<file path="src/rtl/bf_ctrl.sv">
// Bloom-filter controller: hashes each 64-bit key to two bit positions of a
// true dual-port 1-bit SRAM and performs query, insert and clear sweeps.
module bf_ctrl #(
    parameter int ADDR_W = 15,
    parameter int KEY_W  = 64,
    parameter int RD_LAT = 2
) (
    input  logic              clock,
    input  logic              reset_n,
    input  logic              req_valid,
    output logic              req_ready,
    input  logic [1:0]        req_op,
    input  logic [KEY_W-1:0]  req_key,
    output logic              resp_valid,
    input  logic              resp_ready,
    output logic              resp_hit,
    output logic              clear_busy,
    output logic [ADDR_W-1:0] sram_address_a,
    output logic [ADDR_W-1:0] sram_address_b,
    output logic              sram_data_a,
    output logic              sram_data_b,
    output logic              sram_wren_a,
    output logic              sram_wren_b,
    input  logic              sram_q_a,
    input  logic              sram_q_b
);

    typedef enum logic [2:0] {
        S_IDLE = 3'd0,
        S_RD   = 3'd1,
        S_WAIT = 3'd2,
        S_WR   = 3'd3,
        S_CLR  = 3'd4,
        S_RESP = 3'd5
    } state_t;

    function automatic logic [ADDR_W-1:0] fold_key(input logic [KEY_W-1:0] key);
        logic [ADDR_W-1:0] acc;
        acc = '0;
        for (int i = 0; i < KEY_W; i++) begin
            acc[i % ADDR_W] = acc[i % ADDR_W] ^ key[i];
        end
        return acc;
    endfunction

    function automatic logic [ADDR_W-1:0] bit_rev(input logic [ADDR_W-1:0] v);
        logic [ADDR_W-1:0] r;
        r = '0;
        for (int i = 0; i < ADDR_W; i++) begin
            r[i] = v[ADDR_W-1-i];
        end
        return r;
    endfunction

    state_t            state_q;
    logic [ADDR_W-1:0] h0_q, h1_q;
    logic [ADDR_W-1:0] h0_d, h1_d;
    logic              ins_q;
    logic              hit_q;
    logic [1:0]        wait_q;
    logic [ADDR_W-1:0] clr_q;
    logic              rdy_q;
    logic              resp_valid_q;
    logic              resp_hit_q;
    logic              busy_q;
    logic [ADDR_W-1:0] addr_a_q, addr_b_q;
    logic              data_q;
    logic              wren_a_q, wren_b_q;

    assign h0_d = fold_key(req_key);
    assign h1_d = bit_rev(h0_d) ^ req_key[KEY_W-1 -: ADDR_W];

    // rdy_q resets high so the handshake opens in the first cycle after reset release
    assign req_ready      = rdy_q & reset_n;
    assign resp_valid     = resp_valid_q;
    assign resp_hit       = resp_hit_q;
    assign clear_busy     = busy_q;
    assign sram_address_a = addr_a_q;
    assign sram_address_b = addr_b_q;
    assign sram_data_a    = data_q;
    assign sram_data_b    = data_q;
    assign sram_wren_a    = wren_a_q;
    assign sram_wren_b    = wren_b_q;

    // Control FSM; every output register is loaded one cycle ahead of its phase
    always_ff @(posedge clock or negedge reset_n) begin
        if (!reset_n) begin
            state_q      <= S_IDLE;
            h0_q         <= '0;
            h1_q         <= '0;
            ins_q        <= 1'b0;
            hit_q        <= 1'b0;
            wait_q       <= 2'd0;
            clr_q        <= '0;
            rdy_q        <= 1'b1;
            resp_valid_q <= 1'b0;
            resp_hit_q   <= 1'b0;
            busy_q       <= 1'b0;
            addr_a_q     <= '0;
            addr_b_q     <= '0;
            data_q       <= 1'b0;
            wren_a_q     <= 1'b0;
            wren_b_q     <= 1'b0;
        end else begin
            case (state_q)
                S_IDLE: begin
                    if (req_valid && rdy_q) begin
                        rdy_q <= 1'b0;
                        h0_q  <= h0_d;
                        h1_q  <= h1_d;
                        ins_q <= (req_op == 2'b01);
                        clr_q <= '0;
                        if (req_op == 2'b10) begin
                            state_q <= S_CLR;
                        end else begin
                            state_q <= S_RD;
                        end
                    end
                end
                S_RD: begin
                    addr_a_q <= h0_q;
                    addr_b_q <= h1_q;
                    wren_a_q <= 1'b0;
                    wren_b_q <= 1'b0;
                    wait_q   <= 2'd0;
                    state_q  <= S_WAIT;
                end
                S_WAIT: begin
                    // read data lands RD_LAT cycles after the address became visible
                    if (wait_q == 2'(RD_LAT)) begin
                        if (ins_q) begin
                            hit_q    <= sram_q_a & sram_q_b;
                            data_q   <= 1'b1;
                            wren_a_q <= 1'b1;
                            wren_b_q <= (h0_q != h1_q);
                            state_q  <= S_WR;
                        end else begin
                            resp_valid_q <= 1'b1;
                            resp_hit_q   <= sram_q_a & sram_q_b;
                            state_q      <= S_RESP;
                        end
                    end else begin
                        wait_q <= wait_q + 2'd1;
                    end
                end
                S_WR: begin
                    data_q       <= 1'b0;
                    wren_a_q     <= 1'b0;
                    wren_b_q     <= 1'b0;
                    resp_valid_q <= 1'b1;
                    resp_hit_q   <= hit_q;
                    state_q      <= S_RESP;
                end
                S_CLR: begin
                    // MSB of clr_q flags that every address pair has been swept
                    if (clr_q[ADDR_W-1]) begin
                        wren_a_q     <= 1'b0;
                        wren_b_q     <= 1'b0;
                        busy_q       <= 1'b0;
                        resp_valid_q <= 1'b1;
                        resp_hit_q   <= 1'b0;
                        state_q      <= S_RESP;
                    end else begin
                        addr_a_q <= {clr_q[ADDR_W-2:0], 1'b0};
                        addr_b_q <= {clr_q[ADDR_W-2:0], 1'b1};
                        data_q   <= 1'b0;
                        wren_a_q <= 1'b1;
                        wren_b_q <= 1'b1;
                        busy_q   <= 1'b1;
                        clr_q    <= clr_q + ADDR_W'(1);
                    end
                end
                S_RESP: begin
                    if (resp_ready) begin
                        resp_valid_q <= 1'b0;
                        resp_hit_q   <= 1'b0;
                        rdy_q        <= 1'b1;
                        state_q      <= S_IDLE;
                    end
                end
                default: begin
                    state_q      <= S_IDLE;
                    rdy_q        <= 1'b1;
                    resp_valid_q <= 1'b0;
                    busy_q       <= 1'b0;
                    wren_a_q     <= 1'b0;
                    wren_b_q     <= 1'b0;
                end
            endcase
        end
    end

endmodule
</file>
<file path="config.mk">
export PLATFORM = sky130hd
export DESIGN_NAME = bf_ctrl
export DESIGN_NICKNAME = d
export VERILOG_FILES = /design/src/rtl/bf_ctrl.sv
export SDC_FILE = /design/constraint.sdc
export NUM_CORES = 1
export LEC_CHECK = 0
export BUFFER_PORTS_ARGS = -buffer_cell sky130_fd_sc_hd__buf_2
export CAP_MARGIN = 20
export CORE_UTILIZATION = 40
export CTS_CLUSTER_DIAMETER = 50
export DETAILED_ROUTE_END_ITERATION = 10
export PLACE_DENSITY = 0.71
export SYNTH_ARGS = -nofsm -noshare
export SYNTH_HDL_FRONTEND = slang
export SYNTH_SLANG_ARGS = --single-unit
</file>
<file path="constraint.sdc">
create_clock -name clock -period 1.75 [get_ports clock]
set_clock_uncertainty 0.2 [all_clocks]
set_input_delay 0.35 -clock clock [delete_from_list [all_inputs] [get_ports clock]]
set_output_delay 0.35 -clock clock [all_outputs]
set_load 0.01 [all_outputs]
</file>
Word-level counts from Yosys, hierarchy flattened
Cells that the tools add are included.
- output and inout bits: 38
- word-level logic and storage cells: 152
- bits of input ports: 72
- flip-flop bits (word level): 89
- equality and inequality tests: 17
- reduce and logical (&&, ||, !) cells: 23
- muxes and demuxes: 38
- bitwise operators: 55
- add/sub/neg operators: 2
- operator list (kind ; number):
    one-hot mux 15 bit (2 select lines) ; 3
    2-to-1 mux 15 bit ; 4
    bitwise XOR 1 bit ; 49
    2-to-1 mux 3 bit ; 6
    one-hot mux 3 bit (6 select lines) ; 1
    inequality test 2 bit, second input constant ; 8
    adder 15 x 1 -> 15 bit, second input constant ; 1
    2-to-1 mux 1 bit ; 15
    inequality test 15 bit ; 1
    bitwise XOR 15 bit ; 1
    one-hot mux 1 bit (3 select lines) ; 4
    AND reduction 3 bit ; 4
    AND reduction 5 bit ; 2
    AND reduction 2 bit ; 4
    AND reduction 4 bit ; 2
    == test 3 x 2 -> 1 bit, second input constant ; 2
    == test 3 bit, second input constant ; 2
    nonzero test 2 bit ; 3
    one-hot mux 1 bit (5 select lines) ; 1
    OR reduction 5 bit ; 1
    == test 2 bit, second input constant ; 2
    one-hot mux 1 bit (4 select lines) ; 1
    one-hot mux 2 bit (2 select lines) ; 1
    nonzero test 4 bit ; 1
    other kinds (12) ; 16

Logic depth before layout (Yosys ltp)
- depth in word-level cells: 5
- depth in mapped cells: 8
- mapped depth without buffers: 7

Least setup slack after synthesis
Ideal clock, no wire load.
- kind: register -> register
- start: reg wait_q[0]
- end: reg state_q[0]
- setup time: 0.096 ns
- data required time: 1.454 ns
- setup slack: -0.121 ns
- arrival: 1.576 ns
- buffers on the path: 1
- cell stages (with the launch flop): 7
- cell sequence: dfrtp_1 -> inv_1 -> ha_1 -> clkbuf_1 -> o31ai_1 -> or3b_1 -> o32ai_2
- longest elaborated chain between the ends: 3
- ends and longest elaborated chain (what ; line ; source):
    start, declared ; 60 ; logic [1:0] wait_q;
    start signal, assigned ; 143 ; wait_q <= wait_q + 2'd1;
    == test 2 bit ; 130 ; if (wait_q == 2'(RD_LAT)) begin
    inequality test 2 bit (no source line) ; n/a ;
    AND reduction 4 bit (no source line) ; n/a ;
    end signal, assigned ; 126 ; state_q <= S_WAIT;
    end signal, assigned ; 136 ; state_q <= S_WR;
    end signal, assigned ; 140 ; state_q <= S_RESP;
    end, declared ; 55 ; state_t state_q;
Every way passes these cells.
A chain may end at the register's enable or synchronous reset.

Worst setup path in the final report
- start: reg rdy_q
- end: reg clr_q[11]
- longest elaborated chain between the ends: 3
- ends and longest elaborated chain (what ; line ; source):
    start, declared ; 62 ; logic rdy_q;
    start signal, assigned ; 95 ; rdy_q <= 1'b1;
    start signal, assigned ; 108 ; rdy_q <= 1'b0;
    start signal, assigned ; 177 ; rdy_q <= 1'b1;
    logical AND 1 bit ; 107 ; if (req_valid && rdy_q) begin
    inequality test 2 bit (no source line) ; n/a ;
    AND reduction 3 bit (no source line) ; n/a ;
    end signal, assigned ; 170 ; clr_q <= clr_q + ADDR_W'(1);
    end, declared ; 61 ; logic [ADDR_W-1:0] clr_q;
Every way passes these cells.

==> impl_summary.md <==
Place
Once placement completed, the tool counted placed cells totaling 792. The detailed placer's ending HPWL is 9060 um. In this run the cell area measured after placement is 5740 um^2. Routability-driven placement finished with a final weighted congestion of 0.879. The number of port buffers is 109.

Clock network
The CTS tree is built. The library cell used as clock root buffer is sky130_fd_sc_hd__clkbuf_16. The maximum clock insertion buffer count is 2. The clock insertion delay at the later pin of the skew report is 0.34 ns. The clock drives 89 sinks.

In this run the number of H-tree levels came out at 3. Clock-pin slew was measured on the worst setup and hold paths at 0.07 ns. Counting the buffers created by CTS gives 9.

Global route
For this run, global-route usage on met2 was measured as 0.345. The first global-routing pass estimated 19500 um of wire. The busiest layer in global routing is met2. For this run, global-route usage on met1 was measured as 0.284.

For met3 alone, demand over resource in global routing was 0.0382. The via count of the first global-routing pass is 4036. The total congestion overflow is 0.

The number of antenna violations at the first check in global routing was 0. The total global-route track usage is 0.211. Entering global routing, the biggest net connects 90 pins.

Logic synthesis
Counting flops with a built-in enable in the synthesized netlist gives 0. The synthesized net count is 592. The synthesized design contains 89 register bits. The post-synthesis instance total is 518. The top flip-flop cell by instance count after synthesis is sky130_fd_sc_hd__dfrtp_1. Ranked by total cell area, the synthesized netlist is headed by sky130_fd_sc_hd__dfrtp_1 47%, sky130_fd_sc_hd__xnor2_1 10%, sky130_fd_sc_hd__nand2_1 8.8%, sky130_fd_sc_hd__o21ai_0 4.3%, sky130_fd_sc_hd__xor2_1 4.1%. The fraction of registers with async set/reset is 1.00.

The netlist area before placement is 4680 um^2. By count the netlist is led by 110 x sky130_fd_sc_hd__nand2_1, 88 x sky130_fd_sc_hd__dfrtp_1, 56 x sky130_fd_sc_hd__xnor2_1, 46 x sky130_fd_sc_hd__nor2_1, 40 x sky130_fd_sc_hd__o21ai_0. The largest total area in the synthesized netlist belongs to sky130_fd_sc_hd__dfrtp_1. The number of distinct library cell variants in the gate-level netlist after synthesis is 54.

Yosys instantiated no cell more often than sky130_fd_sc_hd__nand2_1. The average footprint of a synthesized cell is 9.04 um^2. The share of Yosys cell area claimed by the top area cell type is 0.470. The Yosys warning count is 0. Of the synthesized area, sequential elements account for 0.476.

Timing
At the pin with the least slew margin, the transition time is 0.482 ns. Subtracting the final worst setup slack from the clock period gives 1.90 ns. The post-route worst setup slack is -0.149 ns. Adding up every negative setup slack in the final design gives -0.547 ns. Based on the critical path, the design can be clocked at up to 527 MHz. The final number of hold-violating endpoints is 0.

The final setup violation count is 13. Setup repair after global routing could not meet its margin everywhere. The number of pins exceeding their max-slew limit in the final report is 0. Headroom to the max-slew limit came out at 0.679. The final cycle utilization of the critical path is 1.09.

Detailed routing
For this block, the via count after detailed routing is 4409. In the routed layout, each cell is associated on average with a via count of 5.36. Summed over all layers, the routed wires come to 13400 um. The number of DRC markers in iteration 0 is 316. In the routed design, unresolved DRC markers number 0. The post-detailed-route count of antenna-violating nets is 0. Dividing the detail-routed wire length by the instance count gives 16.2 um. Before antenna repair, the detailed router went through 5 iterations.

Setup path
The classification of the worst setup path is register to register. Among all stages on the critical path, the largest delay is contributed by sky130_fd_sc_hd__dfstp_2. The data required time at the worst endpoint is 1.76 ns.

The critical path goes through nand2_1 > nor4_4 > buf_4 > nor2_4 > o21ai_0 > o21ai_1. The worst setup path is captured at a register. The startpoint kind of the worst setup timing path is a register.

The largest single stage delay on the critical path is 0.57 ns. At the worst endpoint, the arrival time is 1.91 ns. In this run the worst path has a maximum fanout of 7.

Layout
The final layout contains 749 nets. In the final layout, the share of cells above drive strength 1 is 0.351. The relative area change from synthesis to final layout is 39.0%. After routing the design area is 6510 um^2. Measured on the finished design, the core utilization comes to 0.570. The number of antenna repair diodes is 0.

The final standard cell count with taps included and fillers excluded is 823.

Floorplan
The die span in x is 110 um. For this configuration, the core starts out at a cell density of 0.410. The core area is 11400 um^2. After floorplanning, the core was divided into 39 placement rows. The die is 110 um tall. The count of boundary I/O pins is 110. The die covers 12100 um^2.

Status
The final reports fail on setup timing. The flow ran to the end, but the final reports show violations.

Power
The leakage power of the design is 3.12 nW. The power density of the placed cells is 720 nW/um^2. The worst vdd rail ir drop is 0.000480 V.

Job
The total of max-cap violations is 0.

Min path
The path class of the tightest hold or removal check is input pin to register.
-- per-stage QoR --
step	setup slack [ns]	power [mW]	hold slack [ns]
floorplan	-0.0190	2.32	-0.146
global placement	-0.0530	2.49	0.240
detailed placement	-0.0527	2.50	0.241
CTS	-0.0711	4.70	0.0892
global route	-0.179	4.82	0.0953
finish	-0.149	4.69	0.0858
-- layout make-up --
| cell class | instances | area (um^2) |
|---|---|---|
| fillers | 952 | 4910 |
| clock inverters | 6 | 115 |
| flip-flops and latches | 89 | 2230 |
| clock buffers | 10 | 229 |
| well taps | 143 | 179 |
| repair buffers | 174 | 1190 |
| inverters | 5 | 22.5 |
| multi-input cells | 396 | 2540 |
-- registers in the layout (all words and copies together), names as in the netlist --
register        count
sram_address_b     15
ins_q               1
clr_q              15
h1_q               15
sram_address_a     15
resp_hit            1
rdy_q               1
resp_valid          1
wait_q              2
clear_busy          1
sram_wren_b         1
hit_q               1
sram_data_a         1
sram_wren_a         1
h0_q               15
state_q             3
-- cell families (layout without fill, tap and decap cells) --
logic type | Yosys count | in the layout | share of synthesized area
xor gates and xnor gates | 78 | 78 | 0.146
buffers and inverters | 33 | 195 | 0.0313
muxes | 5 | 5 | 0.0110
and+or+nand+nor | 200 | 200 | 0.185
DFF | 89 | 89 | 0.476
adders and majority gates | 2 | 2 | 0.00534
AOI/OAI and AO/OA | 111 | 111 | 0.145
-- power breakdown --
group	switching (mW)	internal, mW	total [mW]
clock network	0.824	1.40	2.23
logic	0.200	0.203	0.403
registers	0	2.06	2.06
total	1.02	3.66	4.69
-- critical path: cells and delay by family, from the launching register on --
family                 cells  cell delay [ns]
AO/OA/AOI/OAI              2             0.34
buffers and inverters      1             0.21
AND/OR/NAND/NOR            3             0.46
flip-flops                 1             0.57
-- per-layer routing --
| layer | share of wire | up-vias |
|---|---|---|
| met5 | 0 | - |
| met4 | 0.024 | 0 |
| met3 | 0.077 | 32 |
| met2 | 0.48 | 201 |
| met1 | 0.42 | 2092 |
| li1 | - | 2084 |
-- path summary, 6_finish.rpt --
| check | startpoint | slack (ns) | end | depth (start not counted) |
|---|---|---|---|---|
| max in group asynchronous | reset_n | 0.52 | h0_q[4] | 3 |
| worst max register to register | rdy_q | -0.15 | clr_q[11] | 6 |
| worst min-delay path | sram_q_b | 0.09 | hit_q | 2 |
| worst min register to register | sram_wren_a | 0.27 | sram_wren_a | 1 |
| worst max-delay path | rdy_q | -0.15 | clr_q[11] | 6 |
| min in group asynchronous | reset_n | 0.44 | clear_busy | 3 |
-- timing repair --
| action | CTS | global route |
|---|---|---|
| endpoints found under the setup margin | 29 | 50 |
| buffers inserted | 0 | 9 |
| resized for setup | 4 | 58 |
| hold buffers | 1 | 0 |
| hold endpoints to repair | 88 | 0 |
| gates cloned | 0 | 5 |
| pin swaps | 1 | 9 |
-- placed cells by master, fill, tap and decap left out, types with 5 or more instances in the layout --
master,count
sky130_fd_sc_hd__nor2_1,37
sky130_fd_sc_hd__nand3_1,8
sky130_fd_sc_hd__o21ai_1,6
sky130_fd_sc_hd__dfrtp_1,86
sky130_fd_sc_hd__a21oi_1,16
sky130_fd_sc_hd__xnor2_1,55
sky130_fd_sc_hd__buf_2,109
sky130_fd_sc_hd__nor2_2,6
sky130_fd_sc_hd__buf_4,51
sky130_fd_sc_hd__nand4_1,6
sky130_fd_sc_hd__xor2_1,22
sky130_fd_sc_hd__o21ai_0,34
sky130_fd_sc_hd__nand2_1,108
sky130_fd_sc_hd__clkbuf_16,13
sky130_fd_sc_hd__buf_12,5
sky130_fd_sc_hd__a31oi_1,25
Power figures use the tool's default switching activity.
